===== config.mk =====
export PLATFORM = sky130hd
export DESIGN_NAME = mem_access_unit
export DESIGN_NICKNAME = d
export VERILOG_FILES = /design/src/rtl/mem_access_unit_pkg.sv /design/src/rtl/mem_access_unit_load_extend.sv /design/src/rtl/mem_access_unit.sv
export SDC_FILE = /design/constraint.sdc
export NUM_CORES = 1
export LEC_CHECK = 0
export BUFFER_PORTS_ARGS = -buffer_cell sky130_fd_sc_hd__buf_2
export CAP_MARGIN = 15
export CORE_ASPECT_RATIO = 1.25
export CORE_MARGIN = 3
export CORE_UTILIZATION = 51
export DETAILED_ROUTE_END_ITERATION = 8
export HOLD_SLACK_MARGIN = 0.05
export PLACE_DENSITY = 0.84
export SYNTH_ARGS = -nofsm -noshare
export SYNTH_HDL_FRONTEND = slang
export SYNTH_SLANG_ARGS = --single-unit

===== constraint.sdc =====
create_clock -name clk -period 4.6 [get_ports clk]
set_clock_uncertainty 0.15 [all_clocks]
set_input_delay 0 -clock clk [delete_from_list [all_inputs] [get_ports clk]]
set_output_delay 0 -clock clk [all_outputs]
set_load 0.01 [all_outputs]

===== src/rtl/mem_access_unit_pkg.sv =====
// Shared definitions for the memory-stage controller: one-hot state encodings,
// memory mode codes and the default data memory size.
package mem_access_unit_pkg;

  typedef enum logic [4:0] {
    S_IDLE  = 5'b00001,
    S_READ  = 5'b00010,
    S_RDATA = 5'b00100,
    S_WRITE = 5'b01000,
    S_RESP  = 5'b10000
  } state_t;

  localparam logic [1:0] MODE_WORD = 2'b00;
  localparam logic [1:0] MODE_BYTE = 2'b01;

  localparam int MEM_BYTES_DEFAULT = 2048;

endpackage


===== src/rtl/mem_access_unit_load_extend.sv =====
// Load data extension: byte loads take [7:0] and sign- or zero-extend it,
// word loads pass through unchanged.
module mem_access_unit_load_extend #(
  parameter int DATA_W = 16
) (
  input  logic [DATA_W-1:0] raw,
  input  logic              byte_acc,
  input  logic              sign_ext,
  output logic [DATA_W-1:0] ext
);

  always_comb begin
    ext = raw;
    if (byte_acc) begin
      if (sign_ext) ext = {{(DATA_W-8){raw[7]}}, raw[7:0]};
      else          ext = {{(DATA_W-8){1'b0}}, raw[7:0]};
    end
  end

endmodule


===== src/rtl/mem_access_unit.sv =====
// Memory-stage controller: one load/store per handshake, drives the data memory
// strobes and returns one response per request. Access fault checks under MAU_FAULT_EN.
//
// state   | meaning
// IDLE    | req_ready high, waiting for a request
// READ    | mem_rd strobe, memory samples address at the end of the cycle
// RDATA   | registered memory data is extended into resp_data
// WRITE   | mem_wn strobe, memory writes on the mid-cycle negedge
// RESP    | response held stable until resp_ready
module mem_access_unit
  import mem_access_unit_pkg::*;
#(
  parameter int DATA_W = 16,
  parameter int ADDR_W = 16,
  parameter int TAG_W  = 3
`ifdef MAU_FAULT_EN
  , parameter int MEM_BYTES = MEM_BYTES_DEFAULT
`endif
) (
  input  logic              clk,
  input  logic              rst_n,
  input  logic              req_valid,
  output logic              req_ready,
  input  logic              req_write,
  input  logic              req_byte,
  input  logic              req_signed,
  input  logic [ADDR_W-1:0] req_addr,
  input  logic [DATA_W-1:0] req_wdata,
  input  logic [TAG_W-1:0]  req_tag,
  output logic              resp_valid,
  input  logic              resp_ready,
  output logic [DATA_W-1:0] resp_data,
  output logic [TAG_W-1:0]  resp_tag,
  output logic              resp_is_load,
  output logic              resp_fault,
  output logic              mem_rd,
  output logic              mem_wn,
  output logic [ADDR_W-1:0] mem_address,
  output logic [1:0]        mem_mode,
  output logic [DATA_W-1:0] mem_write_data,
  input  logic [DATA_W-1:0] mem_read_data
);

  state_t            state;
  logic [ADDR_W-1:0] addr_q;
  logic [DATA_W-1:0] wdata_q;
  logic              byte_q;
  logic              signed_q;
  logic              write_q;
  logic [TAG_W-1:0]  tag_q;
  logic [DATA_W-1:0] ext_data;
  logic              fault_now;

`ifdef MAU_FAULT_EN
  localparam logic [ADDR_W:0] MEM_LIMIT = (ADDR_W+1)'(MEM_BYTES);
  logic [ADDR_W:0] span_end;

  // one extra bit so the last byte of a word at the top of the address space cannot wrap
  always_comb begin
    span_end  = {1'b0, req_addr} + {{ADDR_W{1'b0}}, ~req_byte};
    fault_now = (!req_byte && req_addr[0]) || (span_end >= MEM_LIMIT);
  end
`else
  always_comb fault_now = 1'b0;
`endif

  mem_access_unit_load_extend #(.DATA_W(DATA_W)) u_load_extend (
    .raw      (mem_read_data),
    .byte_acc (byte_q),
    .sign_ext (signed_q),
    .ext      (ext_data)
  );

  assign mem_address    = addr_q;
  assign mem_mode       = byte_q ? MODE_BYTE : MODE_WORD;
  assign mem_write_data = wdata_q;

  always_ff @(posedge clk or negedge rst_n) begin
    if (!rst_n) begin
      state        <= S_IDLE;
      req_ready    <= 1'b1;
      mem_rd       <= 1'b0;
      mem_wn       <= 1'b0;
      resp_valid   <= 1'b0;
      resp_data    <= '0;
      resp_tag     <= '0;
      resp_is_load <= 1'b0;
      resp_fault   <= 1'b0;
      addr_q       <= '0;
      wdata_q      <= '0;
      byte_q       <= 1'b0;
      signed_q     <= 1'b0;
      write_q      <= 1'b0;
      tag_q        <= '0;
    end else begin
      case (state)
        S_IDLE: begin
          if (req_valid) begin
            addr_q    <= req_addr;
            wdata_q   <= req_wdata;
            byte_q    <= req_byte;
            signed_q  <= req_signed;
            write_q   <= req_write;
            tag_q     <= req_tag;
            req_ready <= 1'b0;
            if (fault_now) begin
              state        <= S_RESP;
              resp_valid   <= 1'b1;
              resp_data    <= '0;
              resp_tag     <= req_tag;
              resp_is_load <= !req_write;
              resp_fault   <= 1'b1;
            end else if (req_write) begin
              state  <= S_WRITE;
              mem_wn <= 1'b1;
            end else begin
              state  <= S_READ;
              mem_rd <= 1'b1;
            end
          end
        end
        S_READ: begin
          state  <= S_RDATA;
          mem_rd <= 1'b0;
        end
        S_RDATA: begin
          state        <= S_RESP;
          resp_valid   <= 1'b1;
          resp_data    <= ext_data;
          resp_tag     <= tag_q;
          resp_is_load <= !write_q;
          resp_fault   <= 1'b0;
        end
        S_WRITE: begin
          state        <= S_RESP;
          mem_wn       <= 1'b0;
          resp_valid   <= 1'b1;
          resp_data    <= '0;
          resp_tag     <= tag_q;
          resp_is_load <= !write_q;
          resp_fault   <= 1'b0;
        end
        S_RESP: begin
          if (resp_ready) begin
            state      <= S_IDLE;
            resp_valid <= 1'b0;
            req_ready  <= 1'b1;
          end
        end
        default: begin
          state      <= S_IDLE;
          req_ready  <= 1'b1;
          mem_rd     <= 1'b0;
          mem_wn     <= 1'b0;
          resp_valid <= 1'b0;
        end
      endcase
    end
  end

endmodule


======== Word level (Yosys, flattened, before mapping) ========
Index checks and enable logic that the tools add are counted.
storage, ports and cells
  bits in registers ....................... 67
  input port bits ......................... 58
  output and inout port bits .............. 59
cells by class
  eq/ne operators ......................... 9
  muxes and demuxes ....................... 19
  bitwise logic cells ..................... 4
  reduce and logical (&&, ||, !) cells .... 13
operators by type and width
  operator            count
  $mux 16             2
  $pmux 16 s2         1
  $pmux 5 s4          1
  $mux 5              2
  $reduce_and 3->1    3
  $reduce_or 3->1     3
  $mux 1              8
  $ne 2x2->1 const B  4
  $pmux 1 s3          2
  $reduce_and 2->1    3
  $eq 5x1->1 const B  1
  $eq 5x2->1 const B  1
  $eq 5x3->1 const B  1
  $eq 5x4->1 const B  1
  $eq 5x5->1 const B  1
  $mux 4              1
  $not 1->1           4
  $pmux 1 s2          2
  $reduce_or 2->1     2
  $reduce_bool 2->1   1
  $logic_not 1->1     1

======== Longest topological paths before layout ========
  depth after elaboration ................. 4
  gate-level depth with buffers ........... 7
  gate-level depth less buffers ........... 4

======== Cells and area by module ========
Synthesis repeated with hierarchy kept, for this count alone.
unflattened totals
  cell total of the unflattened synthesis .. 217
  area, all modules ....................... 2859.0 um^2
by module, submodules not included
  module                       instances  cells an instance  area each (um^2)  sequential area each (um^2)
  mem_access_unit              1          192                2718.9            1679.1
  mem_access_unit_load_extend  1          25                 140.1             0.0

======== Worst setup path before layout ========
Ideal clock, no wire load.
  path type ............................... register -> register
  start ................................... reg state[3]
  end ..................................... reg wdata_q[0] (netlist: mem_write_data[0])
  setup time .............................. 0.125 ns
  arrival ................................. 1.637 ns
  required time ........................... 4.325 ns
  path slack .............................. 2.688 ns
  stages on the path, launching flop included .. 7
  path buffers ............................ 3
  period minus slack after synthesis ...... 1.912 ns
  cell sequence ........................... dfrtp_1 > buf_4 > nor2_1 > and4_1 > buf_4 > buf_6 > mux2_2
between the ends
  word-level cells in the longest chain between the ends .. 2
ends and longest elaborated chain
  element                     line                    source
  start: declaration          mem_access_unit.sv:44   state_t state;
  start signal: assignment    mem_access_unit.sv:80   state <= S_IDLE;
  start signal: assignment    mem_access_unit.sv:107  state <= S_RESP;
  start signal: assignment    mem_access_unit.sv:114  state <= S_WRITE;
  $eq 5x1->1                  mem_access_unit.sv:96   case (state)
  $reduce_and 2->1 (no line)  --
  end signal: assignment      mem_access_unit.sv:100  wdata_q <= req_wdata;
  end: declaration            mem_access_unit.sv:46   logic [DATA_W-1:0] wdata_q;
No other way between the ends.
A chain may end at the register's enable or synchronous reset.

======== Worst setup path in the final report ========
  start ................................... reg state[4]
  end ..................................... reg addr_q[4] (netlist: mem_address[4])
between the ends
  word-level cells in the longest chain between the ends .. 2
ends and longest elaborated chain
  element                     line                   source
  $eq 5x1->1                  mem_access_unit.sv:96
  $reduce_and 2->1 (no line)  --
  end signal: assignment      mem_access_unit.sv:99  addr_q <= req_addr;
  end: declaration            mem_access_unit.sv:45  logic [ADDR_W-1:0] addr_q;
No other way between the ends.

==> qor.txt <==
Synth Register Bits = 67
Compound-Gate Fraction of Synth Area = 8.835%
Yosys warnings = 0
XOR/XNOR Fraction of Synth Area = 0.6154%
Via-per-instance ratio = 5.666
RSZ-0062 raised after global routing = false
Final ANT Viol Nets = 0
Grt peak-use layer = met2
Die Y = 89.53 µm
WL per Instance = 20.19 µm
Final wirelength = 9.491 mm
Worst reg2reg path depth = 4
Seq pwr share = 39.1%
Achievable Freq = 422.5 MHz
Largest cells by area after synthesis = dfrtp_1 57%, mux2_2 16%, nand2_1 4.0%
Post-synthesis cell type count = 38
Clock latency on the worst-skew pair = 0.36 ns
Sum Neg Setup Slack = 0 ns
CTS Hold Buffers Added = 58
Core Region = 5225 µm²
Post-DP HPWL = 4.585 mm
Simple-gate share of the synthesized area = 9.934%
Final Setup Violations = 0
Syn Std Cell Area = 2846 µm²
CTS sink cnt = 67
Global-route wire length before repair = 14.64 mm
Post-Syn Area per Cell = 12.11 µm²
Post-Syn Instances = 235
Slew @ Worst Pin = 0.8236 ns
Synth top area share = 57.14%
Pwr dens = 667.3 nW/µm²
Worst Setup Path Type = register to register
Final hold vios = 0
# IOs = 117
Layout Cells excl Fill = 470
Setup WS post-layout = 2.233 ns
RePlAce Congestion = 0.9265
Max FO, Critical Path = 38
Most frequent cells in the layout = 114 x buf_2, 65 x dfrtp_1, 58 x dlygate4sd3_1
Worst hold slack = 0.2070 ns
Critical path data arrival time = 2.46 ns
GRT Total Usage = 30.84%
Worst min-delay path class = primary input to async pin
Psw = 1.046 mW
1st-iter DRT viols = 288
CTS Buf Count = 9
Worst-case clock buffer depth = 2
Syn-to-layout area delta = 48.31%
R2r startpoint = state[4]
Dpl ws = 2.368 ns
Leakage = 2.063 nW
Post-CTS setup buffers = 0
Maximum vdd ir drop = 0.4933 mV
Post-cts resize count = 0
Root buffer cell = clkbuf_8
Period minus WS final = 2.367 ns
Sequential fraction of the synthesis area = 58.99%
Worst R2R End = mem_address[4]
Fin. max-slew vios = 0
Critical Path End Type = register
Max-slew headroom = 45.09%
Placed insts = 396
Placed Area = 3391 µm²
Combinational cell fraction of total power = 38.5%
Commonest non-fill, non-tap cell in the layout = buf_2
CTS H-tree lvls = 3
# rows = 29
Layout cells sized above 1 = 42.89%
Largest family of logic cells by synthesized area = multiplexers
Max-Cap Viols = 0
GR Overflow Total = 0
PortBufs = 114
Clock power share = 22.4%
Met1 GRT Util = 31.68%
Status = completed
Net Sw Frac = 37.15%
Die footprint = 6519 µm²
Met3 global-route usage = 8.436%
Largest net degree at the start of global routing = 68
FF-to-FF setup slack = 2.23 ns
Antenna Cells = 0
Drt first pass iters = 5
Initial antenna violation count = 0
Synth Flop Type = dfrtp_1
Cell area after layout = 4222 µm²
Period utilization = 51.45%
Drt drc = 0
Met2 Use GR = 54.84%
Pint = 1.771 mW
Fill cell count = 259
Ys async rst share = 100.0%
Die Wd = 72.82 µm
Critical path startpoint category = register
Synth Area in Adders = 0%
Initial core utilization = 54.48%
Final net count = 461
TritonCTS clock tree = done
Area leader, netlist = dfrtp_1
Vias in the first global route = 2,905
Vias = 2,663
Post-synthesis mux area share = 16.53%
Required time worst endpoint = 4.69 ns
Clock transition at path regs = 0.09 ns
Post-synth EDFFs = 0
-- critical path: stages, from the launching register on --
cell     delay, ns
dfrtp_1       0.58
nor2_1        0.40
and4_1        0.27
buf_4         0.42
mux2_2        0.43
-- routing by layer --
layer	vias to the layer above	share of wire, %
li1	1145	-
met1	1295	33
met2	173	54
met3	50	7.4
met4	0	5.8
met5	-	0
-- power groups by stage --
stage	registers (mW)	clock network (mW)	logic, mW
final	1.10	0.632	1.08
after global placement	1.04	0	0.940
after global routing	1.13	0.658	1.17
after floorplan	1.13	0	0.537
after detailed placement	1.06	0	0.975
after CTS	1.05	0.611	1.02
-- worst max path at each step --
stage	startpoint	to	slack, ns	cells past startpoint
after CTS	state[2]	mem_address[4]	2.37	4
after detailed placement	state[2]	mem_address[4]	2.37	4
after global routing	state[4]	mem_address[4]	2.11	4
after floorplan	state[3]	mem_write_data[0]	2.69	6
final	state[4]	mem_address[4]	2.23	4
after global placement	state[3]	mem_write_data[6]	2.45	4
-- cell type report --
type                            count  area [µm²]  area share, %
Sequential cell                    67        1679          39.77
Timing Repair Buffer              174        1166          27.62
Multi-Input combinational cell    146        1030          24.39
Clock buffer                       10       137.6          3.260
Clock inverter                      6       112.6          2.667
Tap cell                           62       77.57          1.838
Inverter                            5       18.77         0.4446
-- logic make-up (layout without fill, tap and decap cells) --
group / after synthesis / after routing
AO/OA/AOI/OAI: 40 / 40
XOR/XNOR: 2 / 2
buffers and inverters: 23 / 195
flip-flops: 67 / 67
multiplexers: 42 / 42
other: 1 / 2
AND/OR/NAND/NOR: 60 / 60
-- registers in the layout, indices dropped and copies added, names as in the netlist --
name	flops
byte_q	1
mem_address	16
mem_rd	1
mem_wn	1
mem_write_data	16
req_ready	1
resp_data	16
resp_is_load	1
resp_tag	3
resp_valid	1
signed_q	1
state	5
tag_q	3
write_q	1
-- cell usage after synthesis (3+ instances only) --
cell type	n
o211ai_1	4
inv_1	5
nor3_1	3
buf_4	5
mux2_2	40
o21ai_0	7
buf_2	5
nor3b_1	3
o31ai_1	4
buf_6	4
clkbuf_1	3
nand2_1	30
dfrtp_1	65
nor2_1	10
a21oi_1	15
-- per-stage QoR --
| stage | util [%] | total power, mW |
|---|---|---|
| 2_1_floorplan | - | 1.669 |
| 3_3_place_gp | 64.89 | 1.984 |
| 3_5_place_dp | 64.89 | 2.038 |
| 4_1_cts | 80.79 | 2.691 |
| 5_1_grt | 80.79 | 2.955 |
| 6_report | 80.79 | 2.817 |
No activity file was read; power rests on OpenSTA's default activity.
